## src/rtl/dmem_responder.sv

```systemverilog
// dmem_responder: word-organised data memory behind a valid/ready request
// channel and a valid/ready response channel.
//
// Ports
//   clk        single clock, rising edge
//   rst        asynchronous active-low reset
//   req_valid  request present          req_ready  request can be accepted (IDLE only)
//   req_we     1 = store, 0 = load      req_addr   byte address
//   req_wdata  store data               req_be     store byte enables
//   rsp_valid  response present         rsp_ready  initiator takes the response
//   rsp_rdata  load data (0 for stores and errors)
//   rsp_err    misaligned or out-of-range access
//
// State  | meaning
// IDLE   | waiting for a request, req_ready = 1
// WAIT   | request captured, counting down the configured latency
// RESP   | response registered, held until rsp_ready

package riscv_pkg;
  localparam int XLEN = 32;
endpackage

module dmem_responder #(
  parameter int XLEN    = riscv_pkg::XLEN,
  parameter int DEPTH   = 64,
  parameter int LATENCY = 2
) (
  input  logic              clk,
  input  logic              rst,
  input  logic              req_valid,
  output logic              req_ready,
  input  logic              req_we,
  input  logic [XLEN-1:0]   req_addr,
  input  logic [XLEN-1:0]   req_wdata,
  input  logic [XLEN/8-1:0] req_be,
  output logic              rsp_valid,
  input  logic              rsp_ready,
  output logic [XLEN-1:0]   rsp_rdata,
  output logic              rsp_err
);

  localparam int AW = $clog2(DEPTH);
  localparam int NB = XLEN / 8;
  localparam logic [XLEN-1:0] ADDR_LIMIT = XLEN'(DEPTH * 4);
  localparam logic [3:0] LAT_LOAD = (LATENCY > 0) ? 4'(LATENCY - 1) : 4'd0;

  typedef enum logic [1:0] {IDLE, WAIT, RESP} state_e;

  state_e            state_q;
  logic [3:0]        cnt_q;
  logic              we_q;
  logic [XLEN-1:0]   addr_q;
  logic [XLEN-1:0]   wdata_q;
  logic [NB-1:0]     be_q;
  logic              rsp_valid_q;
  logic [XLEN-1:0]   rsp_rdata_q;
  logic              rsp_err_q;

  logic [XLEN-1:0]   mem_q [DEPTH];

  // With zero latency the access happens on the accept edge itself, so the
  // access operands come straight from the request port while in IDLE and
  // from the captured copy otherwise.
  logic              acc_we;
  logic [XLEN-1:0]   acc_addr;
  logic [XLEN-1:0]   acc_wdata;
  logic [NB-1:0]     acc_be;
  logic [AW-1:0]     acc_idx;
  logic              acc_err_d;
  logic [XLEN-1:0]   rsp_rdata_d;
  logic              enter_resp;
  logic              mem_wr;

  always_comb begin
    acc_we      = we_q;
    acc_addr    = addr_q;
    acc_wdata   = wdata_q;
    acc_be      = be_q;
    if (state_q == IDLE) begin
      acc_we    = req_we;
      acc_addr  = req_addr;
      acc_wdata = req_wdata;
      acc_be    = req_be;
    end
    acc_idx     = acc_addr[AW+1:2];
    acc_err_d   = (acc_addr[1:0] != 2'b00) || (acc_addr >= ADDR_LIMIT);
    rsp_rdata_d = (acc_err_d || acc_we) ? '0 : mem_q[acc_idx];
    enter_resp  = ((state_q == IDLE) && req_valid && (LATENCY == 0)) ||
                  ((state_q == WAIT) && (cnt_q == 4'd0));
    // Gating on rst keeps a store from landing on an edge where reset is held.
    mem_wr      = enter_resp && acc_we && !acc_err_d && rst;
  end

  // Memory has no reset: contents survive a reset pulse.
  always_ff @(posedge clk) begin
    if (mem_wr) begin
      for (int b = 0; b < NB; b++) begin
        if (acc_be[b]) mem_q[acc_idx][8*b +: 8] <= acc_wdata[8*b +: 8];
      end
    end
  end

  always_ff @(posedge clk or negedge rst) begin
    if (!rst) begin
      state_q     <= IDLE;
      cnt_q       <= 4'd0;
      we_q        <= 1'b0;
      addr_q      <= '0;
      wdata_q     <= '0;
      be_q        <= '0;
      rsp_valid_q <= 1'b0;
      rsp_rdata_q <= '0;
      rsp_err_q   <= 1'b0;
    end else begin
      case (state_q)
        IDLE: begin
          if (req_valid) begin
            we_q    <= req_we;
            addr_q  <= req_addr;
            wdata_q <= req_wdata;
            be_q    <= req_be;
            if (LATENCY == 0) begin
              state_q     <= RESP;
              rsp_valid_q <= 1'b1;
              rsp_rdata_q <= rsp_rdata_d;
              rsp_err_q   <= acc_err_d;
            end else begin
              state_q <= WAIT;
              cnt_q   <= LAT_LOAD;
            end
          end
        end
        WAIT: begin
          if (cnt_q == 4'd0) begin
            state_q     <= RESP;
            rsp_valid_q <= 1'b1;
            rsp_rdata_q <= rsp_rdata_d;
            rsp_err_q   <= acc_err_d;
          end else begin
            cnt_q <= cnt_q - 4'd1;
          end
        end
        RESP: begin
          if (rsp_ready) begin
            state_q     <= IDLE;
            rsp_valid_q <= 1'b0;
          end
        end
        default: state_q <= IDLE;
      endcase
    end
  end

  assign req_ready = (state_q == IDLE);
  assign rsp_valid = rsp_valid_q;
  assign rsp_rdata = rsp_rdata_q;
  assign rsp_err   = rsp_err_q;

endmodule

```

## config.mk

```make
export PLATFORM = sky130hd
export DESIGN_NAME = dmem_responder
export DESIGN_NICKNAME = d
export VERILOG_FILES = /design/src/rtl/dmem_responder.sv
export SDC_FILE = /design/constraint.sdc
export NUM_CORES = 2
export LEC_CHECK = 0
export ABC_AREA = 1
export BUFFER_PORTS_ARGS = -buffer_cell sky130_fd_sc_hd__clkbuf_2
export CAP_MARGIN = 20
export CORE_MARGIN = 8
export CORE_UTILIZATION = 45
export CTS_CLUSTER_DIAMETER = 150
export DETAILED_ROUTE_END_ITERATION = 7
export GPL_ROUTABILITY_DRIVEN = 0
export HOLD_SLACK_MARGIN = 0.02
export PLACE_DENSITY_LB_ADDON = 0.25
export SLEW_MARGIN = 15
export SYNTH_ARGS = -nofsm -noshare
export SYNTH_HDL_FRONTEND = slang
export SYNTH_SLANG_ARGS = --single-unit
```

## constraint.sdc

```tcl
create_clock -name clk -period 4.4 [get_ports clk]
set_input_delay 0.88 -clock clk [delete_from_list [all_inputs] [get_ports clk]]
set_output_delay 0.88 -clock clk [all_outputs]
set_load 0.01 [all_outputs]
```

-- Word-level counts from Yosys, hierarchy flattened
Memories as Yosys holds them, arrays and structs flattened.
Cells that the tools add are included.
- add/sub/neg operators: 1
- magnitude comparators: 1
- equal/unequal tests: 6
- multiplexer cells: 27
- reductions and logical operators: 17
- operators by type and width (operator ; count):
    2-to-1 mux 32 bit ; 3
    greater-or-equal comparator 32 x 9 -> 1 bit, second input constant ; 1
    2-to-1 mux 1 bit ; 15
    2-to-1 mux 4 bit ; 3
    AND reduction 3 bit ; 3
    case mux 4 bit (2 select lines) ; 1
    2-to-1 mux 2 bit ; 3
    inequality test 2 bit, second input constant ; 3
    case mux 2 bit (3 select lines) ; 1
    nonzero test 2 bit ; 3
    logical AND 1 bit ; 4
    logical NOT 4 bit ; 1
    AND reduction 2 bit ; 2
    subtractor 4 x 1 -> 4 bit, second input constant ; 1
    == test 2 x 1 -> 1 bit, second input constant ; 1
    == test 2 bit, second input constant ; 1
    logical NOT 2 bit ; 1
    logical OR 1 bit ; 2
    inequality test 2 x 1 -> 1 bit, second input constant ; 1
    case mux 1 bit (2 select lines) ; 1
    logical NOT 1 bit ; 1
- bits in registers: 109
- bits in writable memories: 2048
- input port bits: 73
- memories kept: 1
- memories (name ; words ; bits a word ; rd ports ; clocked after memory_dff ; wr ports ; RTL line ; RTL):
    mem_q ; 64 ; 32 ; 1 ; 0 ; 1 ; 59 ; logic [XLEN-1:0] mem_q [DEPTH];

-- Depth between registers and ports, before layout
- depth in word-level cells: 9
- gate-level depth with buffers: 18
- mapped depth without buffers: 15

-- Worst setup path after synthesis
Ideal clock, no wire load.
- path kind: register to register
- start: register state_q[0]
- end: memory mem_q[0][31], data pin
- library setup time: 702 ps
- data arrival time: 3632 ps
- path slack: 66 ps
- cell stages (with the launch flop): 7
- path buffers: 3
- clock period less this slack: 4334 ps
- cell sequence: dfrtp_1 inv_1 nand2_2 buf_6 clkbuf_1 clkbuf_1 o21ai_0
- cells in the longest elaborated chain, start to end: 2
- ends and longest elaborated chain (element ; RTL line ; RTL):
    start, declared ; 49 ; state_e state_q;
    start signal, assigned ; 105 ; state_q <= IDLE;
    start signal, assigned ; 123 ; state_q <= RESP;
    start signal, assigned ; 128 ; state_q <= WAIT;
    logical NOT 2 bit ; 79 ; if (state_q == IDLE) begin
    2-to-1 mux 32 bit ; 79 ;
    net acc_wdata[31] ; 66 ; logic [XLEN-1:0] acc_wdata;
    end, declared ; 59 ;
The timed path passes the listed nets, and every way through them passes these cells.

-- Worst setup path after layout
- start: register state_q[1]
- end: memory mem_q[41][0] (enable)
- cells in the longest elaborated chain, start to end: 9
- ends and longest elaborated chain (element ; RTL line ; RTL):
    logical NOT 2 bit ; 79 ;
    2-to-1 mux 32 bit ; 79 ;
    greater-or-equal comparator 32 x 9 -> 1 bit or nonzero test 2 bit (tied branches) ; 86 ; acc_err_d = (acc_addr[1:0] != 2'b00) || (acc_addr >= ADDR_LIMIT);
    logical OR 1 bit ; 86 ;
    logical NOT 1 bit ; 91 ; mem_wr = enter_resp && acc_we && !acc_err_d && rst;
    logical AND 1 bit (2 in series) ; 91 ;
    2-to-1 mux 1 bit ; 96 ; if (mem_wr) begin
    2-to-1 mux 1 bit (implied by the code) ; 98 ; if (acc_be[b]) mem_q[acc_idx][8*b +: 8] <= acc_wdata[8*b +: 8];
Several ways; a longest one is shown, not always the timed one.

==> results list <==
- Number of sinks on the clock net: 2157
- Most used DFF post-synth: sky130_fd_sc_hd__edfxtp_1
- Once the clock tree was built, the setup fixing pass inserted 0 buffers.
* Register clock-pin slew on the reported worst setup and hold paths: 0.06 ns
* Min setup slack post-route: 0.371 ns
- The floorplan step defined a core boundary enclosing 0.202 mm2.
- Count of input and output buffers: 107
* Layout cells sized above 1: 0.0958
* Crit Path Class: register to register
- Max-cap violations: 0
* Peak clock frequency supported by timing: 0.248 GHz
- Worst r2r dst: mem_q[41][0]
* First-pass iteration count of the detailed router: 6
- Hold timing on the final database bottoms out at a slack of 0.226 ns.
- Post-synthesis cell count: 8853
* CTS tree: yes
- Mapped Nets: 8928
- Worst hold endpoint: state_q[1]
- Clock latency at the later pin of the worst-skew pair: 0.87 ns
* Global-route congestion overflow total: 0
- For this configuration, the core starts out at a cell density of 0.453.
- In the final design database the tool counted 9197 nets.
- Entering global routing, the biggest net connects 171 pins.
- Crit path required time: 4.88 ns
* Maximum root-to-sink buffer count: 3
- In this run the number of H-tree levels came out at 4.
- The number of cells on the worst reg-to-reg path is 9.
* Top post-synthesis cells by count: 3799 x sky130_fd_sc_hd__nand2_1, 2048 x sky130_fd_sc_hd__edfxtp_1, 925 x sky130_fd_sc_hd__inv_1, 567 x sky130_fd_sc_hd__nand3_1, 426 x sky130_fd_sc_hd__nor2_1
- Counting instances, the worst hold path has a depth of 2.
- The Yosys step of the flow raised 0 warnings.
- Start point of the worst min-delay path: rsp_ready
- Average footprint of a synthesized cell: 10.4 um2
- Normalized max-slew margin: 0.192
- Min Clock Period, post-route: 4.03 ns
- Vias per cell: 5.28
- The final number of max-transition violations came to 0.
* Endpoint class of the critical path: register
* Global-route wire length before repair: 402 mm
- Tightest Pin Transition: 1.21 ns
* Antenna violations before repair: 11
- Gates resized during post-CTS repair numbered 0.
- In this run the count of I/O pins placed on the die edge is 108.
- Worst setup skew after layout: 0.0457 ns
- Dividing total power by cell area gives a power density of 760 mW/mm2.
- Sequential element share of the synthesized area: 0.701
- CP arrival: 4.51 ns
* Worst min-delay path category: primary input to register
* Start of the worst register-to-register path: state_q[1]
- Cell area after synthesis: 0.0917 mm2
- Detailed placement finished with a half-perimeter wire length of 171 mm.
* Async set-reset flop share out of synthesis: 0.0505
- In this run, CTS created clock tree buffers numbering 219.
- Peak VDD IR: 0.810 mV
- Count of antenna-violating nets left after detailed routing: 0
* Total negative setup slack: 0 ns
- Buffer type at the clock tree root: sky130_fd_sc_hd__clkbuf_16
- After detailed routing, the total wire length is 273 mm.
* Routed wire length on met3: 23.0 mm
- Flop-to-flop setup slack: 0.37 ns
- Cell accounting for the most synthesized area: sky130_fd_sc_hd__edfxtp_1
* CTS Hold Buffers Added: 1
- Outcome: completed
- Die extent in x: 467 um
* Wl on met1: 111 mm
- Across every metal layer, demand over resource in global routing totals 0.246.
- The die covers 0.218 mm2.
* Area delta synth->final: 13.7%
- After detailed routing, the average wire length per cell comes to 22.8 um.
- After synthesis, the cell types taking the most area are sky130_fd_sc_hd__edfxtp_1 67%, sky130_fd_sc_hd__nand2_1 16%, sky130_fd_sc_hd__inv_1 3.8%.
- The final-report hold violation count is 0.
- sky130_fd_sc_hd__nand2_1 is the most common cell in the netlist.
- The highest metal layer carrying signal wires in the routed design is met5.
* Number of synthesized register bits: 2157
- Post-route DRC: 0
* EDFF count, synth: 2048
- In this run the vertical extent of the chip is 467 um.
- Total via count in the routed design: 63326
- The via count of the first global-routing pass was 60430.
- Yosys mapped the design onto 35 distinct sky130hd cell types.
- The share of synthesized area in the top cell type comes to 0.671.
- Ratio of final minimum period to clock period: 0.916
- Drt initial violations: 7782
- Std-Cell Rows: 165
- Metal2 WL: 128 mm
* Crit Path Max Fanout: 17
* Final setup violation count: 0
* Startpoint type of the worst setup path: register
* Unrepaired setup endpoints after global routing: no
* Post-placement worst setup slack: 0.407 ns
* Static power due to leakage: 42.9 nW
-- layout by cell type (no fill, tap or decap), types with 7 or more instances in the layout --
cell and count:
sky130_fd_sc_hd__a21oi_1 36, sky130_fd_sc_hd__and2_1 27, sky130_fd_sc_hd__buf_12 33, sky130_fd_sc_hd__buf_4 353, sky130_fd_sc_hd__bufinv_16 14, sky130_fd_sc_hd__clkbuf_1 52, sky130_fd_sc_hd__clkbuf_16 220, sky130_fd_sc_hd__clkbuf_2 106
sky130_fd_sc_hd__clkbuf_8 20, sky130_fd_sc_hd__clkinv_1 40, sky130_fd_sc_hd__clkinv_2 45, sky130_fd_sc_hd__dfrtp_1 109, sky130_fd_sc_hd__diode_2 7, sky130_fd_sc_hd__edfxtp_1 2048, sky130_fd_sc_hd__inv_1 925, sky130_fd_sc_hd__nand2_1 3796
sky130_fd_sc_hd__nand2_4 9, sky130_fd_sc_hd__nand3_1 567, sky130_fd_sc_hd__nand4_1 129, sky130_fd_sc_hd__nor2_1 426, sky130_fd_sc_hd__nor2_2 10, sky130_fd_sc_hd__nor3_2 7, sky130_fd_sc_hd__o21ai_0 252, sky130_fd_sc_hd__o21ai_4 33
-- metal layers --
layer	global-route usage	up-vias
li1	-	29285
met1	0.333	30801
met2	0.395	2712
met3	0.0481	522
met4	0.0898	6
met5	0	-
-- cells by family (layout without fill, tap and decap cells) --
family	count (synthesis)	in the layout	synth area share
AND/OR/NAND/NOR	4987	4987	0.218
flip-flops	2157	2157	0.701
buffers and inverters	1378	1838	0.0629
AO/OA/AOI/OAI	329	329	0.0183
adder cells (fa/ha/maj)	2	2	0.000273
other	0	7	0
-- registers in the layout, summed over array words and instances (netlist names) --
signal     cells
mem_q       2048
addr_q        32
rsp_rdata     32
wdata_q       32
be_q           4
cnt_q          4
state_q        2
rsp_err        1
rsp_valid      1
we_q           1
-- where the power goes --
part	internal (mW)	switching [mW]
clock	10.4	8.02
combinational	7.53	25.8
sequential	27.1	0.468
total	45.0	34.3
-- worst max-delay path, cell delays in order (launching register included) --
cell,delay [ns]
sky130_fd_sc_hd__dfrtp_1,0.43
sky130_fd_sc_hd__nor2_2,0.66
sky130_fd_sc_hd__nand2_1,0.13
sky130_fd_sc_hd__o21ai_2,0.20
sky130_fd_sc_hd__inv_2,0.14
sky130_fd_sc_hd__nor3_2,0.13
sky130_fd_sc_hd__buf_4,0.33
sky130_fd_sc_hd__nand2_1,0.53
sky130_fd_sc_hd__buf_4,0.36
sky130_fd_sc_hd__nor2_1,0.70
-- how the worst max path moves through the flow --
stage / start / end / depth (start not counted)
after global placement: req_addr[3] / mem_q[41][5] / 9
final: state_q[1] / mem_q[41][0] / 9
after detailed placement: req_addr[3] / mem_q[41][6] / 9
after CTS: state_q[1] / mem_q[41][4] / 9
after floorplan: state_q[0] / mem_q[0][31] / 6
after global routing: state_q[1] / mem_q[16][7] / 7
-- stage by stage --
step | area [um2] | util | power [mW] | cells
floorplan | 91700 | - | 47.7 | 8853
global placement | 97000 | 0.480 | 60.6 | 11569
detailed placement | 97100 | 0.480 | 61.0 | 11571
CTS | 104000 | 0.515 | 79.2 | 11984
global route | 104000 | 0.515 | 83.0 | 11985
finish | 104000 | 0.515 | 79.2 | 11992
-- layout make-up --
cell class | count | area, um2
multi-input cells | 5318 | 22100
diodes | 7 | 17.5
repair buffers | 496 | 3920
clock buffers | 292 | 5980
clock inverters | 120 | 1130
fillers | 17818 | 98100
flip-flops and latches | 2157 | 64200
inverters | 930 | 3490
well taps | 2672 | 3340
Power figures use the tool's default switching activity.
